<file path="src/rtl/cube.sv">
// -----------------------------------------------------------------------------
// cube -- sequential unsigned cube, y = a * a * a
//
// The block uses two shift-add multiplication passes, one multiplier bit per
// clock, so every operation has the same latency.
//   MUL1 : p   = a * a  (16-bit partial product, 8 cycles)
//   MUL2 : acc = p * a  (24-bit accumulator,     8 cycles)
// The result is loaded into y_bo on the last MUL2 edge, and done_o pulses then.
//
// Ports
//   clk_i    in   1   system clock, rising edge
//   rst_ni   in   1   asynchronous active-low reset
//   start_i  in   1   request strobe, only looked at while idle
//   a_bi     in   8   unsigned operand, captured on the accepting edge
//   busy_o   out  1   high for exactly 16 cycles per operation
//   done_o   out  1   one-cycle pulse when y_bo is updated
//   y_bo     out 24   last result, held between updates
// -----------------------------------------------------------------------------
module cube (
    input  logic        clk_i,
    input  logic        rst_ni,
    input  logic        start_i,
    input  logic [7:0]  a_bi,
    output logic        busy_o,
    output logic        done_o,
    output logic [23:0] y_bo
);

    typedef enum logic [1:0] {
        IDLE = 2'd0,
        MUL1 = 2'd1,
        MUL2 = 2'd2
    } state_t;

    state_t      state_r, state_s;
    logic [7:0]  a_r,     a_s;
    logic [2:0]  cnt_r,   cnt_s;
    logic [15:0] p_r,     p_s;
    logic [23:0] acc_r,   acc_s;
    logic [23:0] y_r,     y_s;
    logic        busy_r,  busy_s;
    logic        done_r,  done_s;

    // Shifted addends for the current multiplier bit.
    logic [15:0] p_add_s;
    logic [23:0] acc_add_s;
    logic [23:0] acc_sum_s;

    // Addend generation and the MUL2 running sum. The sum includes the bit
    // being processed, so the final edge can load y directly from it.
    always_comb begin
        p_add_s   = {8'd0, a_r} << cnt_r;
        acc_add_s = {8'd0, p_r} << cnt_r;
        if (a_r[cnt_r]) begin
            acc_sum_s = acc_r + acc_add_s;
        end else begin
            acc_sum_s = acc_r;
        end
    end

    // Next-state and datapath update for the IDLE / MUL1 / MUL2 sequence.
    always_comb begin
        state_s = state_r;
        a_s     = a_r;
        cnt_s   = cnt_r;
        p_s     = p_r;
        acc_s   = acc_r;
        y_s     = y_r;
        busy_s  = busy_r;
        done_s  = 1'b0;

        case (state_r)
            IDLE: begin
                if (start_i) begin
                    state_s = MUL1;
                    a_s     = a_bi;
                    cnt_s   = 3'd0;
                    p_s     = 16'd0;
                    busy_s  = 1'b1;
                end else begin
                    busy_s  = 1'b0;
                end
            end
            MUL1: begin
                if (a_r[cnt_r]) begin
                    p_s = p_r + p_add_s;
                end else begin
                    p_s = p_r;
                end
                cnt_s = cnt_r + 3'd1;
                // Counter wrapping 7 -> 0 ends the first pass.
                if (cnt_r == 3'd7) begin
                    state_s = MUL2;
                    acc_s   = 24'd0;
                end else begin
                    state_s = MUL1;
                end
            end
            MUL2: begin
                acc_s = acc_sum_s;
                cnt_s = cnt_r + 3'd1;
                if (cnt_r == 3'd7) begin
                    state_s = IDLE;
                    y_s     = acc_sum_s;
                    done_s  = 1'b1;
                    busy_s  = 1'b0;
                end else begin
                    state_s = MUL2;
                end
            end
            default: begin
                state_s = IDLE;
                busy_s  = 1'b0;
            end
        endcase
    end

    // State and datapath registers; reset clears everything asynchronously,
    // which also aborts an operation in flight without a done pulse.
    always_ff @(posedge clk_i or negedge rst_ni) begin
        if (!rst_ni) begin
            state_r <= IDLE;
            a_r     <= 8'd0;
            cnt_r   <= 3'd0;
            p_r     <= 16'd0;
            acc_r   <= 24'd0;
            y_r     <= 24'd0;
            busy_r  <= 1'b0;
            done_r  <= 1'b0;
        end else begin
            state_r <= state_s;
            a_r     <= a_s;
            cnt_r   <= cnt_s;
            p_r     <= p_s;
            acc_r   <= acc_s;
            y_r     <= y_s;
            busy_r  <= busy_s;
            done_r  <= done_s;
        end
    end

    assign busy_o = busy_r;
    assign done_o = done_r;
    assign y_bo   = y_r;

endmodule
</file>
<file path="config.mk">
export PLATFORM = sky130hd
export DESIGN_NAME = cube
export DESIGN_NICKNAME = d
export VERILOG_FILES = /design/src/rtl/cube.sv
export SDC_FILE = /design/constraint.sdc
export NUM_CORES = 1
export LEC_CHECK = 0
export ABC_CLOCK_PERIOD_IN_PS = 6800
export CELL_PAD_IN_SITES_DETAIL_PLACEMENT = 2
export CELL_PAD_IN_SITES_GLOBAL_PLACEMENT = 2
export CORE_UTILIZATION = 30
export DETAILED_ROUTE_END_ITERATION = 10
export PLACE_DENSITY = 0.66
export SLEW_MARGIN = 30
export SYNTH_ARGS = -nofsm -noshare
export SYNTH_HDL_FRONTEND = slang
export SYNTH_SLANG_ARGS = --single-unit
</file>
<file path="constraint.sdc">
create_clock -name clk_i -period 6.8 [get_ports clk_i]
set_clock_uncertainty 0.05 [all_clocks]
set_input_delay 0.68 -clock clk_i [delete_from_list [all_inputs] [get_ports clk_i]]
set_output_delay 0.68 -clock clk_i [all_outputs]
set_load 0.02 [all_outputs]
</file>
==> After elaboration in Yosys (flattened, before gate mapping) <==
Index checks and enable logic that the tools add are counted.
{ "word_totals": {"ff_bits": 79, "inputBits": 11, "output_inout_bits": 26, "wordCells": 52} }
{ "op_classes": {"n_addsub": 3, "magnitude_cmp": 1, "n_eq_ne": 7, "shift": 2, "n_mux": 19, "bitwise": 1, "n_reduce_logical": 11} }
{ "ops": {"columns": ["operator", "n"], "rows": [
  ["2-to-1 mux 24 bit", 2],
  ["case mux 24 bit (2 select lines)", 1],
  ["2-to-1 mux 16 bit", 2],
  ["case mux 16 bit (2 select lines)", 1],
  ["adder 24 bit", 1],
  ["<< shifter 16 x 3 -> 24 bit", 1],
  ["adder 16 bit", 1],
  ["<< shifter 8 x 3 -> 16 bit", 1],
  ["AND reduction 2 bit", 5],
  ["!= test 2 bit (second input constant)", 4],
  ["2-to-1 mux 2 bit", 3],
  ["case mux 2 bit (3 select lines)", 1],
  ["case mux 3 bit (2 select lines)", 1],
  ["nonzero test 2 bit", 3],
  ["2-to-1 mux 1 bit", 5],
  ["less-than comparator 3 x 4 -> 1 bit (second input constant)", 1],
  ["adder 3 x 1 -> 3 bit (second input constant)", 1],
  ["binary-select mux 1 bit (select 3 bit)", 1],
  ["== test 3 bit (second input constant)", 1],
  ["2-to-1 mux 3 bit", 1],
  ["case mux 1 bit (3 select lines)", 1],
  ["AND reduction 3 bit", 1],
  ["== test 2 x 1 -> 1 bit (second input constant)", 1],
  ["== test 2 bit (second input constant)", 1],
  ["3 further kinds", 3]
]} }

==> Depth between registers and ports, before layout <==
{ "depth": {"ltp_word": 4, "ltp_mapped": 17, "ltp_nobuf": 15} }

==> Least setup slack after synthesis <==
OpenSTA, ideal clock, no wires.
{ "synth_timing": {"path_type": "reg-to-reg", "from": "reg cnt_r[0]", "to": "reg p_r[14]", "setup_ps": 131, "arrival_ps": 3565, "t_required_ps": 6619, "setup_slack_ps": 3054, "stages_incl_launch_ff": 17, "path_buffers": 3, "synth_period_minus_slack_ps": 3746, "cell_sequence": "dfrtp_1 buf_4 buf_1 buf_1 nor3_1 and2_1 ha_1 fa_1 a21o_1 a21oi_1 nor2b_1 o21a_1 o41ai_2 o2111ai_1 a31oi_1 xor2_1 o21ai_0"} }
{ "synth_between": {"elab_chain_len": 4, "elab_cells_between_ends": 8, "classes_between": "1 x add/sub; 1 x eq/ne; 1 x shift; 4 x mux; 1 x reduce/logical"} }
{ "synth_rtl": {"columns": ["element", "line_no", "source"], "rows": [
  ["start, declared", "37", "logic [2:0] cnt_r, cnt_s;"],
  ["start signal, assigned", "133", "cnt_r <= cnt_s;"],
  ["<< shifter 8 x 3 -> 16 bit or binary-select mux 1 bit (select 3 bit) (tied branches)", "52, 85", null],
  ["adder 16 bit or 2-to-1 mux 1 bit (tied branches)", "86, 85", null],
  ["2-to-1 mux 16 bit or != test 2 bit (tied branches)", null, null],
  ["case mux 16 bit (2 select lines) or AND reduction 3 bit (tied branches)", null, null],
  ["end signal, assigned", "134", "p_r <= p_s;"],
  ["end, declared", "38", "logic [15:0] p_r, p_s;"]
]} }
Several ways; a longest one is shown, not always the timed one. The select of a mux whose other input is x is not followed.
A chain may end at the register's enable or synchronous reset.

==> Final worst setup path <==
{ "layout_timing": {"from": "reg cnt_r[1]", "to": "reg p_r[14]"} }
The elaborated chain is that of the path after synthesis.

==> results.md <==
• Bufs and invs on worst path: 1
• DP Wirelength: 13300 um
• quantity of I/O buffers inserted on ports: 36
• wire length per cell: 18.8 um
• clock slew at the register clock pins of the worst setup and hold paths: 0.07 ns
• met1 routing resource usage after global routing: 23.0%
• number of enable flip-flop cells after synthesis: 0
• TritonCTS buffer count: 9
• number of cells on the worst reg-to-reg path: 15
• TritonCTS clock tree: yes
• setup violation total in the final timing report: 0
• DIE WIDTH: 143 um
• ys async rst share: 100%
• number of nets with antenna violations after detailed routing: 0
• RSZ-0062 raised after global routing: no
• max-cap violations: 0
• power density over the cells: 412 nW/um^2
• Max-Slew Margin vs Limit: 42.8%
• critical path, cell by cell: buf_4 -> mux2i_1 -> nor2_1 -> a31oi_1 -> nor2_1 -> ha_1 -> a21o_1 -> a21oi_1 -> nor2b_1 -> o21a_1 -> o41ai_2 -> o2111ai_1 -> a31oi_1 -> xor2_1 -> o21ai_0
• crit-path max cell delay: 0.51 ns
• via count of the first global-routing pass: 5505
• IR Drop Worst-Case VDD: 146 uV
• Post-Syn Instances: 632
• placed cells: 908
• maximum clock frequency: 0.250 GHz
• Min-Delay Path Class: in -> async
• Req. time, crit path: 6.96 ns
• TritonCTS sink count: 79
• number of remaining DRC errors: 0
• global routing usage on met2: 32.8%
• post-detailed-routing wire length: 17400 um
• layout filler cell count: 2132
• average instance area after synthesis: 9.44 um^2
• Nets: 711
• vias per cell: 5.32
• via count: 4918
• Cell Count, Final, Fillers Out: 924
• hold violation count in the final report: 0
• Post-Route Hold Slack: 0.319 ns
• global-route wire length before repair: 29000 um
• transition time at the pin with the least slew margin: 0.857 ns
• # Post-CTS Setup Buffers: 0
• largest net degree at the start of global routing: 80
• H-Tree Depth: 3
• maximum fanout encountered on the critical timing path: 30
• busiest metal layer after global routing: met2
• Ys Warns: 0
• area growth from synthesis to layout: 15.8%
• Row Count: 51
• result of the run: finished clean
• count of pins over their slew limit: 0
• sequential cell area fraction in the yosys report: 33.1%
• library cells used by synthesis: 64
• arrival time reported for the critical path endpoint: 4.16 ns
• maximum count of clock buffers along a single path: 2
• Detailed Route Iter0 Violations: 153
• gate family responsible for the most delay along the worst path: compound AO/OA/AOI/OAI gates
• RePlAce Congestion: 0.918
• post-layout power: 2850 uW
• met3 Usage GRT: 2.05%
• first-pass detailed-route iteration total: 4
• total gr overflow: 0
• Core Region: 19500 um^2
• initial antenna violation count: 0
• FF+latch count, synth: 79
• dominant cells by area after synthesis: sky130_fd_sc_hd__dfrtp_1 33%, sky130_fd_sc_hd__ha_1 9.2%, sky130_fd_sc_hd__mux2i_1 6.5%, sky130_fd_sc_hd__nand2_1 5.3%, sky130_fd_sc_hd__o21ai_0 4.9%
• flip-flop cell with the highest count after synthesis: sky130_fd_sc_hd__dfrtp_1
• final non-filler cell area: 6910 um^2
• height of the chip: 143 um
• element type at the critical path end: flip-flop
• Clk Latency, worst-skew pair: 0.36 ns
• Tmin final: 4.01 ns
• Leakage: 0.00312 uW
• die area: 20500 um^2
• number of I/O pins: 37
• cell with the biggest individual delay on the critical path: sky130_fd_sc_hd__dfrtp_1
• area after detailed placement: 6580 um^2
• final antenna diode count: 0
• post_cts resized: 0
• period utilization: 58.9%
• proportion of layout cells with a drive suffix above 1: 11.1%
• cell at the root of the clock tree: sky130_fd_sc_hd__clkbuf_16
• effective utilization at floorplan: 30.7%
• Total Neg Setup Slack: 0 ns
• nature of the critical path startpoint: flip-flop
• fraction of synthesized cell area taken by the top area cell type: 33.1%
• top cell type by total area after synthesis: sky130_fd_sc_hd__dfrtp_1
• synthesized area: 5970 um^2
• global routing usage summed across all routing layers: 18.4%
• critical setup path kind: reg -> reg
• cell depth of the worst setup path: 15
• number of hold buffers added after cts: 0
• syn_nets: 689
## power by group
part | internal [uW] | leakage [uW] | switching, uW
logic | 639 | 0.00189 | 959
clock network | 334 | 0.000155 | 213
registers | 567 | 0.00107 | 138
## synthesized netlist by cell type (3+ instances only)
master and number:
sky130_fd_sc_hd__dfrtp_1 79, sky130_fd_sc_hd__mux2_2 21, sky130_fd_sc_hd__ha_1 44, sky130_fd_sc_hd__clkbuf_1 21, sky130_fd_sc_hd__a31oi_1 8, sky130_fd_sc_hd__o21a_1 4, sky130_fd_sc_hd__buf_1 6, sky130_fd_sc_hd__o21bai_1 4
sky130_fd_sc_hd__mux2i_1 39, sky130_fd_sc_hd__buf_4 3, sky130_fd_sc_hd__nand2_1 84, sky130_fd_sc_hd__o21ai_1 5, sky130_fd_sc_hd__xnor2_1 16, sky130_fd_sc_hd__a21oi_1 25, sky130_fd_sc_hd__nand4_1 3, sky130_fd_sc_hd__a21o_1 16
sky130_fd_sc_hd__o21ai_0 59, sky130_fd_sc_hd__o211ai_1 4, sky130_fd_sc_hd__nor2_1 36, sky130_fd_sc_hd__nor2b_1 5, sky130_fd_sc_hd__nor3_1 11, sky130_fd_sc_hd__a22oi_1 4, sky130_fd_sc_hd__nand2b_1 6, sky130_fd_sc_hd__xor2_1 17
sky130_fd_sc_hd__a22o_1 22, sky130_fd_sc_hd__a211oi_1 6, sky130_fd_sc_hd__and3_1 3, sky130_fd_sc_hd__mux4_2 8, sky130_fd_sc_hd__o31ai_1 4, sky130_fd_sc_hd__nand3_1 10, sky130_fd_sc_hd__and2_1 3, sky130_fd_sc_hd__inv_1 14
## worst reg2reg max path, delay by kind of cell, from the launching register on
kind / cells / cell delay (ns)
buffers and inverters: 1 / 0.40
flip-flops: 1 / 0.51
multiplexers: 1 / 0.29
XOR/XNOR: 1 / 0.17
AND/OR/NAND/NOR: 3 / 0.21
AO/OA/AOI/OAI: 8 / 1.91
adder cells (fa/ha/maj): 1 / 0.32
## kinds of logic after synthesis
logic type | Yosys count | synth area share (%)
AO/OA/AOI/OAI | 189 | 22.7
multiplexers | 69 | 13.9
AND/OR/NAND/NOR | 168 | 12.3
flip-flops | 79 | 33.1
XOR/XNOR | 33 | 4.84
buffers and inverters | 48 | 3.25
adder cells (fa/ha/maj) | 46 | 9.90
## registers in the layout, indices dropped and copies added (netlist names)
name	count
a_r	8
acc_r	24
busy_o	1
cnt_r	3
done_o	1
p_r	16
state_r	2
y_bo	24
## cell usage in the layout, fill, tap and decap left out, drive strengths merged, types with 17 or more instances in the layout
cell	instances
mux2	21
ha	44
a22o	22
mux2i	40
o21ai	66
nor2	36
a21oi	27
clkdlybuf4s50	35
dfrtp	79
nand2	84
xor2	17
## routing by layer
metal,up-vias,share of wire [%]
met1,2501,47
li1,2355,-
met4,0,1.4
met3,17,1.7
met2,45,50
met5,-,0
## path summary, 6_finish.rpt
| kind | from | to | slack [ns] |
|---|---|---|---|
| max | cnt_r[1] | p_r[14] | 2.79 |
| min | rst_ni | y_bo[1] | 0.32 |
| max reg2reg | cnt_r[1] | p_r[14] | 2.79 |
| min reg2reg | y_bo[9] | y_bo[9] | 0.43 |
| max in group asynchronous | rst_ni | p_r[11] | 5.84 |
| min in group clk_i | y_bo[9] | y_bo[9] | 0.43 |
## area by class of cell
class / count / area, um^2 / area share [%]
clock buffer: 10 / 239 / 3.46
clock inverter: 6 / 92.6 / 1.34
inverter: 16 / 60.1 / 0.869
multi-input combinational: 505 / 3800 / 54.9
sequential: 79 / 1980 / 28.6
tap: 265 / 332 / 4.80
timing repair buffer: 43 / 414 / 5.99
## stage by stage
step	worst slack, ns	utilization (%)
detailed placement	2.74	33.8
finish	2.79	35.5
CTS	2.73	35.5
floorplan	3.05	-
global route	2.43	35.5
global placement	2.92	33.8
No activity file was read; power rests on OpenSTA's default activity.
